File: src/rtl/key_pkg.sv
// rtl/key_pkg.sv - shared constants and chord FSM state type for the key debouncer
package key_pkg;

  localparam int MAX_KEYS            = 8;
  localparam int DEF_DEBOUNCE_CYCLES = 1000000;
  localparam int DEF_REPEAT_DELAY    = 25000000;
  localparam int DEF_REPEAT_PERIOD   = 5000000;

  typedef enum logic {
    IDLE,
    GATHER
  } chord_state_e;

endpackage

File: src/rtl/key_debounce_chan.sv
// rtl/key_debounce_chan.sv - one key: two-flop sync, stability counter, level and pulses
// Auto-repeat of press pulses is built only when KEY_REPEAT_EN is defined.
module key_debounce_chan #(
  parameter int DEBOUNCE_CYCLES = 1000000,
  parameter int REPEAT_DELAY    = 25000000,
  parameter int REPEAT_PERIOD   = 5000000
) (
  input  logic clk_i,
  input  logic rst_ni,
  input  logic key_n_i,
  output logic level_o,
  output logic press_o,
  output logic release_o,
  output logic level_d_o,
  output logic press_d_o
);

  localparam int CW = $clog2(DEBOUNCE_CYCLES);
  localparam logic [CW-1:0] CNT_LAST = CW'(DEBOUNCE_CYCLES - 1);

  logic          sync1_q, sync2_q;
  logic          raw_s;
  logic [CW-1:0] cnt_q, cnt_d;
  logic          level_q, level_d;
  logic          press_q, press_d;
  logic          release_q, release_d;

`ifdef KEY_REPEAT_EN
  localparam int RW = $clog2(REPEAT_DELAY + 1);
  localparam logic [RW-1:0] RPT_LAST   = RW'(REPEAT_DELAY - 1);
  localparam logic [RW-1:0] RPT_RELOAD = RW'(REPEAT_DELAY - REPEAT_PERIOD);
  logic [RW-1:0] rpt_q, rpt_d;
`endif

  assign raw_s = ~sync2_q;

  always_comb begin
    cnt_d     = cnt_q;
    level_d   = level_q;
    press_d   = 1'b0;
    release_d = 1'b0;
    if (raw_s == level_q) begin
      cnt_d = '0;
    end else if (cnt_q == CNT_LAST) begin
      cnt_d     = '0;
      level_d   = raw_s;
      press_d   = raw_s;
      release_d = ~raw_s;
    end else begin
      cnt_d = cnt_q + 1'b1;
    end
`ifdef KEY_REPEAT_EN
    // Reloading to DELAY-PERIOD makes every later repeat one PERIOD apart.
    rpt_d = rpt_q;
    if (!level_q || !level_d) begin
      rpt_d = '0;
    end else if (rpt_q == RPT_LAST) begin
      rpt_d   = RPT_RELOAD;
      press_d = 1'b1;
    end else begin
      rpt_d = rpt_q + 1'b1;
    end
`endif
  end

  always_ff @(posedge clk_i or negedge rst_ni) begin
    if (!rst_ni) begin
      sync1_q   <= 1'b1;
      sync2_q   <= 1'b1;
      cnt_q     <= '0;
      level_q   <= 1'b0;
      press_q   <= 1'b0;
      release_q <= 1'b0;
    end else begin
      sync1_q   <= key_n_i;
      sync2_q   <= sync1_q;
      cnt_q     <= cnt_d;
      level_q   <= level_d;
      press_q   <= press_d;
      release_q <= release_d;
    end
  end

`ifdef KEY_REPEAT_EN
  always_ff @(posedge clk_i or negedge rst_ni) begin
    if (!rst_ni) begin
      rpt_q <= '0;
    end else begin
      rpt_q <= rpt_d;
    end
  end
`endif

  assign level_o   = level_q;
  assign press_o   = press_q;
  assign release_o = release_q;
  assign level_d_o = level_d;
  assign press_d_o = press_d;

endmodule

File: src/rtl/key_debouncer.sv
// rtl/key_debouncer.sv - per-key debounce channels plus chord gesture tracker
// Define KEY_REPEAT_EN to enable auto-repeat press pulses in every channel.
module key_debouncer
  import key_pkg::*;
#(
  parameter int NUM_KEYS        = 2,
  parameter int DEBOUNCE_CYCLES = DEF_DEBOUNCE_CYCLES,
  parameter int REPEAT_DELAY    = DEF_REPEAT_DELAY,
  parameter int REPEAT_PERIOD   = DEF_REPEAT_PERIOD
) (
  input  logic                clock_50,
  input  logic                reset_n,
  input  logic [NUM_KEYS-1:0] key_n_in,
  output logic [NUM_KEYS-1:0] key_level,
  output logic [NUM_KEYS-1:0] key_press,
  output logic [NUM_KEYS-1:0] key_release,
  output logic                chord_valid,
  output logic [NUM_KEYS-1:0] chord_mask
);

  logic [NUM_KEYS-1:0] level_d;
  logic [NUM_KEYS-1:0] press_d;

  for (genvar k = 0; k < NUM_KEYS; k++) begin : g_chan
    key_debounce_chan #(
      .DEBOUNCE_CYCLES(DEBOUNCE_CYCLES),
      .REPEAT_DELAY   (REPEAT_DELAY),
      .REPEAT_PERIOD  (REPEAT_PERIOD)
    ) u_chan (
      .clk_i    (clock_50),
      .rst_ni   (reset_n),
      .key_n_i  (key_n_in[k]),
      .level_o  (key_level[k]),
      .press_o  (key_press[k]),
      .release_o(key_release[k]),
      .level_d_o(level_d[k]),
      .press_d_o(press_d[k])
    );
  end

  chord_state_e        state_q, state_d;
  logic [NUM_KEYS-1:0] acc_q, acc_d;
  logic                valid_q, valid_d;
  logic [NUM_KEYS-1:0] mask_q, mask_d;

  // Channel next-state signals are used so chord_valid lands with the final release.
  always_comb begin
    state_d = state_q;
    acc_d   = acc_q;
    valid_d = 1'b0;
    mask_d  = mask_q;
    case (state_q)
      IDLE: begin
        if (|press_d) begin
          acc_d   = press_d;
          state_d = GATHER;
        end
      end
      GATHER: begin
        acc_d = acc_q | press_d;
        if (level_d == '0) begin
          valid_d = 1'b1;
          mask_d  = acc_q | press_d;
          acc_d   = '0;
          state_d = IDLE;
        end
      end
      default: state_d = IDLE;
    endcase
  end

  always_ff @(posedge clock_50 or negedge reset_n) begin
    if (!reset_n) begin
      state_q <= IDLE;
      acc_q   <= '0;
      valid_q <= 1'b0;
      mask_q  <= '0;
    end else begin
      state_q <= state_d;
      acc_q   <= acc_d;
      valid_q <= valid_d;
      mask_q  <= mask_d;
    end
  end

  assign chord_valid = valid_q;
  assign chord_mask  = mask_q;

endmodule

File: config.mk
export PLATFORM = sky130hd
export DESIGN_NAME = key_debouncer
export DESIGN_NICKNAME = d
export VERILOG_FILES = /design/src/rtl/key_pkg.sv /design/src/rtl/key_debounce_chan.sv /design/src/rtl/key_debouncer.sv
export SDC_FILE = /design/constraint.sdc
export NUM_CORES = 1
export LEC_CHECK = 0
export BUFFER_PORTS_ARGS = -buffer_cell sky130_fd_sc_hd__buf_2
export CORE_MARGIN = 1.5
export CORE_UTILIZATION = 55
export DETAILED_ROUTE_END_ITERATION = 10
export MAX_ROUTING_LAYER = met4
export PLACE_DENSITY_LB_ADDON = 0.25
export SETUP_SLACK_MARGIN = 0.15
export SLEW_MARGIN = 15
export SYNTH_ARGS = -nofsm -noshare
export SYNTH_HDL_FRONTEND = slang
export SYNTH_SLANG_ARGS = --single-unit
File: constraint.sdc
create_clock -name clock_50 -period 2.6 [get_ports clock_50]
set_input_delay 0.52 -clock clock_50 [delete_from_list [all_inputs] [get_ports clock_50]]
set_output_delay 0.52 -clock clock_50 [all_outputs]
set_load 0.01 [all_outputs]
==> metrics.cfg, run 1 <==
[outcome]
status = complete, no violations

[floorplan]
core_um2 = 4444
initial_core_util_pct = 58.47
ios = 13
die_h_um = 71.74
rows = 24
die_area_um2 = 5147
die_w_um = 71.74

[drt]
drt_wl_total_um = 4152
first_pass_iters = 5
drt_iter0_drc = 73
drt-vias-per-instance = 5.289
drcViolationCount = 0
ant_nets = 0
wire_per_inst_um = 13.06
num_vias = 1682

[synthesis]
ys_ff_latch = 56
synth_top_area_cell = dfrtp_1
ys.flop_type = dfrtp_1
syn_nets = 258
synth_cell_types = 35
yosysWarnings = 0
synth-edff-count = 0
async_reset_ff_share_pct = 100.0
synthesis.area_um2 = 2599
syn_inst = 252
netlist.area_leader.share_pct = 50.07
avgSynthCellArea_um2 = 10.31
synth_seq_area_share_pct = 54.12
synth_area_leaders = dfrtp_1 (50%), nor2_1 (7.5%), xor2_1 (6.7%), xnor2_1 (6.1%), dfstp_2 (4.0%)

[grt]
grt_pass1_vias = 1629
grtUsageTotal_pct = 18.71
antenna_found_initial = 0
grt_start_max_net_pins = 23
grt_pass1_wl_um = 7452
overflow = 0

[clock_network]
post_cts_buffers = 0
cts_root_buf = clkbuf_8
clock_latency_ns = 0.30
clkTransAtPathRegs_ns = 0.10
cts_tree = built
cts_htree_levels = 2
cts_made_buffers = 5
post_cts_resize_count = 0
clk_path_buf_depth = 2
clock-sinks = 56
cts_hold_buffers = 0

[place]
numPortBuffers = 12
place_area_um2 = 2684
hpwlAfterDp_um = 2981
gp_congestion = 0.8083

[setup_path]
worstSetupPathType = reg -> reg
worstReg2RegStart = g_chan[0].u_chan.cnt_q[0]
crit_fanout = 6
slowest_delay_ns = 0.57
reg2regPathDepth = 6
worstSetupStartpointType = register
startpoint = g_chan[0].u_chan.cnt_q[0]
cp.required_ns = 2.79
rrSetupSlack_ns = 0.35
worstPathCellList = ha_1, nand4_4, or4_4, nor3_2, o221a_4, mux2_4
r2r_end = chord_mask[1]
endpoint_kind = register
endpoint = chord_mask[1]
arrival_ns = 2.44
crit_slowest_cell = or4_4

[timing]
max_slew_margin_pct = 65.26
fmax_ghz = 0.4446
final.period_utilization_pct = 86.51
drv_slew = 0
tns_ns = 0
tightestPinTransition_ns = 0.5171
layout_min_cycle_time_ns = 2.249
fin_worst_skew_ns = 0.009199
hold_viol_final = 0
grt_setup_unrepaired = false
final-setup-viol-count = 0

[pwr]
seq_power_share_pct = 59.9
switching_share_pct = 20.64
pwr-share-clk_pct = 36.8
power.leakage_nw = 1.267
powerDensity_nw_per_um2 = 534.6
power_frac_comb_pct = 3.2
peakVddDrop_uv = 326.6
intPower_mw = 1.184
p_sw_uw = 308.1

[layout]
stdcell_area_um2 = 2791
nNetsFinal = 271
diodes = 0
fill_cells = 360
area_growth_pct = 7.415
layout-drive-gt1-share_pct = 13.91
final_cell_mix = nor2_1 (52), dfrtp_1 (52), xor2_1 (20)

[min_path]
hp-class = in -> async

[job]
drv_cap = 0

## power groups by stage
stage / Sequential, mW / Clock (mW) / Combinational, mW
5_1_grt: 0.896 / 0.595 / 0.0575
3_3_place_gp: 0.910 / 0 / 0.0494
2_1_floorplan: 0.909 / 0 / 0.0251
3_5_place_dp: 0.911 / 0 / 0.0501
4_1_cts: 0.894 / 0.569 / 0.0504
6_report: 0.894 / 0.549 / 0.0484
## critical path: cells and delay by family, from the launching register on
kind                       cells  cell delay, ns
and+or+nand+nor                3            0.93
adders and majority gates      1            0.27
AOI/OAI and AO/OA              1            0.26
DFF                            1            0.40
muxes                          1            0.30
## worst min-delay path by stage
stage | cells after the start | to | from | slack, ns
finish | 1 | g_chan[1].u_chan.cnt_q[19] | reset_n | 0.15
global route | 1 | g_chan[1].u_chan.cnt_q[19] | reset_n | 0.18
CTS | 1 | g_chan[1].u_chan.cnt_q[17] | reset_n | 0.16
detailed placement | 0 | g_chan[0].u_chan.sync2_q | g_chan[0].u_chan.sync1_q | 0.36
global placement | 0 | g_chan[0].u_chan.sync2_q | g_chan[0].u_chan.sync1_q | 0.36
floorplan | 0 | acc_q[0] | reset_n | 0.22
## area by class of cell
type,count,area (µm²),share of cell area [%]
sequential,56,1406,50.38
multi-input combinational,177,1089,39.00
timing repair buffer,16,90.09,3.227
clock buffer,6,72.57,2.600
tap,52,65.06,2.331
clock inverter,2,35.03,1.255
inverter,9,33.78,1.210
## cell families after synthesis
kind of cell,Yosys count,share of synthesized area [%]
AND/OR/NAND/NOR,124,24.22
buffers and inverters,19,3.996
AO/OA/AOI/OAI,11,2.937
multiplexers,2,0.9628
flip-flops,56,54.12
adder cells (fa/ha/maj),2,0.9628
XOR/XNOR,38,12.81
## through the flow
stage	utilization (%)	hold WS, ns	cells	worst slack [ns]	power, mW
after floorplan	-	0.2244	252	0.4868	0.9338
after global routing	62.81	0.1848	318	0.2511	1.548
after detailed placement	60.39	0.3581	310	0.3886	0.9613
after CTS	62.81	0.1560	318	0.3480	1.514
after global placement	60.39	0.3584	310	0.4368	0.9599
final	62.81	0.1470	318	0.3509	1.492
## synth_stat cells, types with 3 or more instances
cell type  instances
nor4b_1            3
nand3_1           16
buf_4              8
and2_1             3
dfrtp_1           52
xnor2_1           18
nand2_1           16
and3_1             6
dfstp_2            4
nor2_1            52
nand4_1            5
or2_2              3
inv_1              9
and4_1             3
o21ai_0            7
nor4_1             3
nor3_1             5
xor2_1            20
## routing by layer
layer,GRT usage (%),wire [µm]
met5,-,0
met3,3.797,115
met2,28.60,1894
met1,26.20,2120
met4,3.774,22
## sequential cells by signal (all words and copies together), names as in the netlist
signal                   count
g_chan.u_chan.level_o        2
g_chan.u_chan.sync1_q        2
state_q                      1
acc_q                        2
g_chan.u_chan.sync2_q        2
g_chan.u_chan.press_o        2
chord_mask                   2
g_chan.u_chan.cnt_q         40
chord_valid                  1
g_chan.u_chan.release_o      2
Note: power is estimated with default switching activity, not from simulation.
==> run 2, diff against run 1 <==
REMOVE_ABC_BUFFERS = 1   (was unset)
==> run 2 against run 1 <==
  * Sequential share of layout area down 0.16 points
  * First-iteration DRC count down 14%
  * Largest cell class unchanged
  * Register-to-register slack better by 0.02 ns
  * Cell area up 0.31%
  * Setup slack better by 0.025 ns
  * Critical endpoint unchanged
  * Clock power up 2%
==> metrics.cfg, run 2 (same netlist as run 1, synthesis figures left out) <==
[timing]
final-setup-viol-count = 0  ; unchanged
hold_ws_ns = 0.2254  ; +0.07841 ns
fin_worst_skew_ns = 0.005584  ; -0.003615 ns
fmax_ghz = 0.4495  ; +1.1%
final.period_utilization_pct = 85.56  ; -0.95 points
layout_min_cycle_time_ns = 2.225  ; -0.02458 ns
drv_slew = 0  ; unchanged
tns_ns = 0  ; unchanged
grt_setup_unrepaired = false
tightestPinTransition_ns = 0.6480  ; +0.1309 ns
hold_viol_final = 0  ; unchanged
max_slew_margin_pct = 56.80  ; -8.5 points

[setup_path]
endpoint_kind = register
startpoint = g_chan[0].u_chan.cnt_q[0]
worstSetupStartpointType = register
reg2regPathDepth = 6  ; unchanged
r2r_end = chord_mask[1]
cp.required_ns = 2.81  ; +0.02 ns
rrSetupSlack_ns = 0.38  ; +0.02 ns
slowest_delay_ns = 0.56  ; about the same
crit_buf_inv = 0  ; unchanged
worstPathCellList = ha_1, nand4_4, or4_4, nor3_2, o221a_4, mux2_4
worstSetupPathType = reg -> reg
crit_slowest_cell = or4_4
arrival_ns = 2.43  ; about the same
cp_top_family = simple AND/OR/NAND/NOR gates
worstReg2RegStart = g_chan[0].u_chan.cnt_q[0]
crit_fanout = 6  ; unchanged

[clock_network]
clock_latency_ns = 0.31  ; about the same
cts_tree = built
clock-sinks = 56  ; unchanged
clkTransAtPathRegs_ns = 0.10  ; about the same
cts_hold_buffers = 0  ; unchanged
cts_htree_levels = 2  ; unchanged
post_cts_buffers = 0  ; unchanged
cts_made_buffers = 5  ; unchanged
clk_path_buf_depth = 2  ; unchanged
cts_root_buf = clkbuf_8
post_cts_resize_count = 0  ; unchanged

[layout]
layout-drive-gt1-share_pct = 13.96  ; +0.052 points
top_register = g_chan.u_chan.cnt_q
final_core_util_pct = 63.01  ; +0.20 points
nNetsFinal = 270  ; -0.37%
largest_reg_flops = 40  ; unchanged
diodes = 0  ; unchanged
stdcell_area_um2 = 2800  ; +0.31%
fill_cells = 373  ; +3.6%
area_growth_pct = 7.752
final_cell_mix = nor2_1 (52), dfrtp_1 (52), xor2_1 (20)

[job]
drv_cap = 0  ; unchanged

[min_path]
hp-class = in -> async

[pwr]
peakVddDrop_uv = 309.1  ; -5.4%
powerDensity_nw_per_um2 = 537.2  ; +0.50%
power_mw = 1.504  ; +0.82%
power.leakage_nw = 1.266  ; about the same

[floorplan]
rows = 24  ; unchanged
die_area_um2 = 5147  ; unchanged
initial_core_util_pct = 58.47  ; unchanged
die_h_um = 71.74  ; unchanged
die_w_um = 71.74  ; unchanged
ios = 13  ; unchanged
core_um2 = 4444  ; unchanged

[grt]
grt_pass1_wl_um = 7182  ; -3.6%
overflow = 0  ; unchanged
grt_pass1_vias = 1552  ; -4.7%
grtUsageTotal_pct = 18.87  ; +0.16 points
antenna_found_initial = 0  ; unchanged
grt_start_max_net_pins = 30  ; +30%

[drt]
num_vias = 1682  ; unchanged
drcViolationCount = 0  ; unchanged
wire_per_inst_um = 13.08  ; +0.17%
first_pass_iters = 6  ; +1
drt_wl_total_um = 4146  ; -0.14%
ant_nets = 0  ; unchanged
drt-vias-per-instance = 5.306  ; +0.32%
drt_iter0_drc = 63  ; -14%

[place]
hpwlAfterDp_um = 2961  ; -0.68%
place_area_um2 = 2689  ; +0.19%
gp_congestion = 0.7991  ; -1.1%
numPortBuffers = 12  ; unchanged

[outcome]
status = complete, no violations

[run 2: changes by cell type in the layout (fill, tap and decap cells not counted)]
cell,delta
clkinvlp_4,+1
buf_4,-2
clkbuf_1,-1
buf_12,+1
[run 2: power breakdown]
part | internal (mW) | total, mW | leakage (nW) | switching, mW
Clock | 0.285 | 0.561 | 0.0541 | 0.276
Sequential | 0.884 | 0.894 | 0.764 | 0.0106
Combinational | 0.0151 | 0.0493 | 0.448 | 0.0341
Total | 1.18 | 1.50 | 1.27 | 0.320
[run 2: area by class of cell]
type / count / area, µm² / share of cell area [%]
inverter: 9 / 33.78 / 1.206
clock inverter: 3 / 42.54 / 1.519
tap: 52 / 65.06 / 2.323
clock buffer: 5 / 68.82 / 2.458
multi-input combinational: 177 / 1089 / 38.87
sequential: 56 / 1406 / 50.22
timing repair buffer: 15 / 95.09 / 3.396
[run 2: per-stage QoR]
| step | cells | setup WS, ns |
|---|---|---|
| final | 317 | 0.3754 |
| after global routing | 317 | 0.2645 |
| after CTS | 317 | 0.3676 |
| after detailed placement | 309 | 0.3704 |
| after global placement | 309 | 0.4235 |
| after floorplan | 242 | 0.4868 |
[run 2: how the worst max path moves through the flow]
stage,end,slack [ns],cells after the start
after floorplan,chord_mask[1],0.49,6
after global placement,chord_mask[1],0.42,6
after detailed placement,chord_mask[1],0.37,6
after CTS,chord_mask[1],0.37,6
after global routing,chord_mask[1],0.26,6
final,chord_mask[1],0.38,6
[run 2: per-layer routing]
| metal | track usage, % | vias to the layer above | wire, µm |
|---|---|---|---|
| met4 | 9.434 | 0 | 90 |
| li1 | - | 853 | - |
| met5 | - | - | 0 |
| met3 | 4.219 | 8 | 105 |
| met2 | 27.16 | 14 | 1872 |
| met1 | 25.23 | 807 | 2078 |
==> run 3, diff against run 2 <==
CELL_PAD_IN_SITES_DETAIL_PLACEMENT = 0   (was unset)
CELL_PAD_IN_SITES_GLOBAL_PLACEMENT = 1   (was unset)
CORE_UTILIZATION = 48   (was 55)
==> run 3 against run 2 <==
  * Cell area grew 0.94%
  * Global-route usage shrank 1.5 points
  * Setup slack gained 0.0035 ns
  * Sequential cell count is the same
  * Sequential power is essentially flat
  * Sequential share of layout area shrank 0.47 points
  * Non-clock buffer count is the same
  * Maximum frequency grew 0.16%
  * Die area grew 14%
  * Critical path type unchanged
  * Cell count grew 5.7%
==> metrics.cfg, run 3 (same netlist as run 1, synthesis figures left out) <==
[outcome]
status = complete, no violations

[setup_path]
cp.required_ns = 2.80  ; about the same
worstPathCellList = ha_1, nand4_4, or4_4, nor3_2, o221a_4, mux2_4
slowest_delay_ns = 0.56  ; about the same
crit_buf_inv = 0  ; unchanged
worstSetupStartpointType = register
endpoint_kind = register
cp_top_family = simple AND/OR/NAND/NOR gates
crit_fanout = 6  ; unchanged
crit_slowest_cell = or4_4
arrival_ns = 2.43  ; about the same
worstSetupPathType = reg -> reg

[layout]
nNetsFinal = 270  ; unchanged
finalNonFillerCells = 335  ; +5.7%
layout-drive-gt1-share_pct = 13.96  ; unchanged
final_cell_mix = nor2_1 (52), dfrtp_1 (52), xor2_1 (20)
largest_reg_flops = 40  ; unchanged
area_growth_pct = 8.763
stdcell_area_um2 = 2826  ; +0.94%
diodes = 0  ; unchanged
final_core_util_pct = 54.64  ; -8.4 points
top_register = g_chan.u_chan.cnt_q

[clock_network]
post_cts_resize_count = 0  ; unchanged
clkTransAtPathRegs_ns = 0.10  ; about the same
cts_hold_buffers = 0  ; unchanged
cts_tree = built
cts_made_buffers = 5  ; unchanged
clock_latency_ns = 0.31  ; about the same
clock-sinks = 56  ; unchanged
cts_root_buf = clkbuf_8
clk_path_buf_depth = 2  ; unchanged
cts_htree_levels = 2  ; unchanged
post_cts_buffers = 0  ; unchanged

[timing]
tightestPinTransition_ns = 0.5936  ; -0.05435 ns
layout_min_cycle_time_ns = 2.221  ; -0.003462 ns
hold_ws_ns = 0.2022  ; -0.02322 ns
fin_worst_skew_ns = 0.01086  ; +0.005272 ns
final.period_utilization_pct = 85.43  ; -0.13 points
final-setup-viol-count = 0  ; unchanged
drv_slew = 0  ; unchanged
fmax_ghz = 0.4502  ; +0.16%
max_slew_margin_pct = 60.43  ; +3.6 points
hold_viol_final = 0  ; unchanged
grt_setup_unrepaired = false
fin_ws_ns = 0.3789  ; +0.003462 ns
tns_ns = 0  ; unchanged

[drt]
drt_iter0_drc = 70  ; +11%
drt-vias-per-instance = 4.943  ; -6.8%
drcViolationCount = 0  ; unchanged
drt_wl_total_um = 4187  ; +0.99%
wire_per_inst_um = 12.50  ; -4.4%
first_pass_iters = 5  ; -1
num_vias = 1656  ; -1.5%
ant_nets = 0  ; unchanged

[place]
hpwlAfterDp_um = 2951  ; -0.33%
place_area_um2 = 2711  ; +0.84%
gp_congestion = 0.7589  ; -5.0%
place_ws_ns = 0.3837  ; +0.01333 ns
placed_cells = 327  ; +5.8%
numPortBuffers = 12  ; unchanged

[pwr]
peakVddDrop_uv = 265.4  ; -14%
powerDensity_nw_per_um2 = 536.2  ; -0.19%
p_sw_uw = 326.6  ; +1.9%
power_frac_comb_pct = 3.3  ; about the same
switching_share_pct = 21.55  ; +0.24 points
power_mw = 1.516  ; +0.74%
pwr-share-clk_pct = 37.7  ; +0.4 points
power.leakage_nw = 1.266  ; about the same
intPower_mw = 1.189  ; +0.43%
seq_power_share_pct = 59.0  ; -0.4 points

[grt]
grtUsageTotal_pct = 17.37  ; -1.5 points
antenna_found_initial = 0  ; unchanged
grt_pass1_vias = 1649  ; +6.3%
overflow = 0  ; unchanged
grt_start_max_net_pins = 31  ; +3.3%
grt_pass1_wl_um = 7845  ; +9.2%

[floorplan]
die_w_um = 76.58  ; +6.7%
initial_core_util_pct = 50.24  ; -8.2 points
die_h_um = 76.58  ; +6.7%
ios = 13  ; unchanged
die_area_um2 = 5865  ; +14%
core_um2 = 5172  ; +16%
rows = 26  ; +8.3%

[min_path]
hp-class = in -> async

[job]
drv_cap = 0  ; unchanged

-- run 3: changes by cell type in the layout (fill, tap and decap cells not counted), sizes merged --
cell | previous run | this run
clkinv | 1 | 0
inv | 9 | 10
-- run 3: path summary, 6_finish.rpt --
kind / slack, ns / to / start / cells past startpoint
worst max register to register: 0.38 / chord_mask[1] / g_chan[0].u_chan.cnt_q[0] / 6
worst min-delay path: 0.20 / g_chan[1].u_chan.cnt_q[7] / reset_n / 1
worst min register to register: 0.36 / g_chan[0].u_chan.sync2_q / g_chan[0].u_chan.sync1_q / 0
worst max-delay path: 0.38 / chord_mask[1] / g_chan[0].u_chan.cnt_q[0] / 6
max in group asynchronous: 1.76 / g_chan[0].u_chan.sync1_q / reset_n / 2
min in group clock_50: 0.30 / g_chan[1].u_chan.sync1_q / key_n_in[1] / 1
-- run 3: final cells by class --
type                            instances  area, µm²
Clock buffer                            5      68.82
Clock inverter                          3      46.29
Fill cell                             462       2346
Inverter                                9      33.78
Multi-Input combinational cell        177       1089
Sequential cell                        56       1406
Tap cell                               70      87.58
Timing Repair Buffer                   15      95.09
-- run 3: worst reg2reg max path: cells and delay by family (launching register included) --
family | cells | cell delay (ns)
muxes | 1 | 0.30
DFF | 1 | 0.40
adders and majority gates | 1 | 0.26
and+or+nand+nor | 3 | 0.91
AOI/OAI and AO/OA | 1 | 0.26
-- run 3: power by group through the flow --
stage | logic [mW] | registers, mW | clock network (mW)
2_1_floorplan | 0.0216 | 0.909 | 0
3_3_place_gp | 0.0517 | 0.910 | 0
3_5_place_dp | 0.0518 | 0.911 | 0
4_1_cts | 0.0521 | 0.894 | 0.597
5_1_grt | 0.0593 | 0.896 | 0.622
6_report | 0.0494 | 0.894 | 0.572
-- run 3: routing by layer --
metal | GRT usage, % | part of all wire, % | up-vias | wire [µm]
met4 | 5.556 | 1.2 | 0 | 51
met3 | 3.593 | 3.2 | 5 | 134
met2 | 24.64 | 42 | 19 | 1775
li1 | - | - | 852 | -
met1 | 25.02 | 53 | 780 | 2227
met5 | - | 0 | - | 0
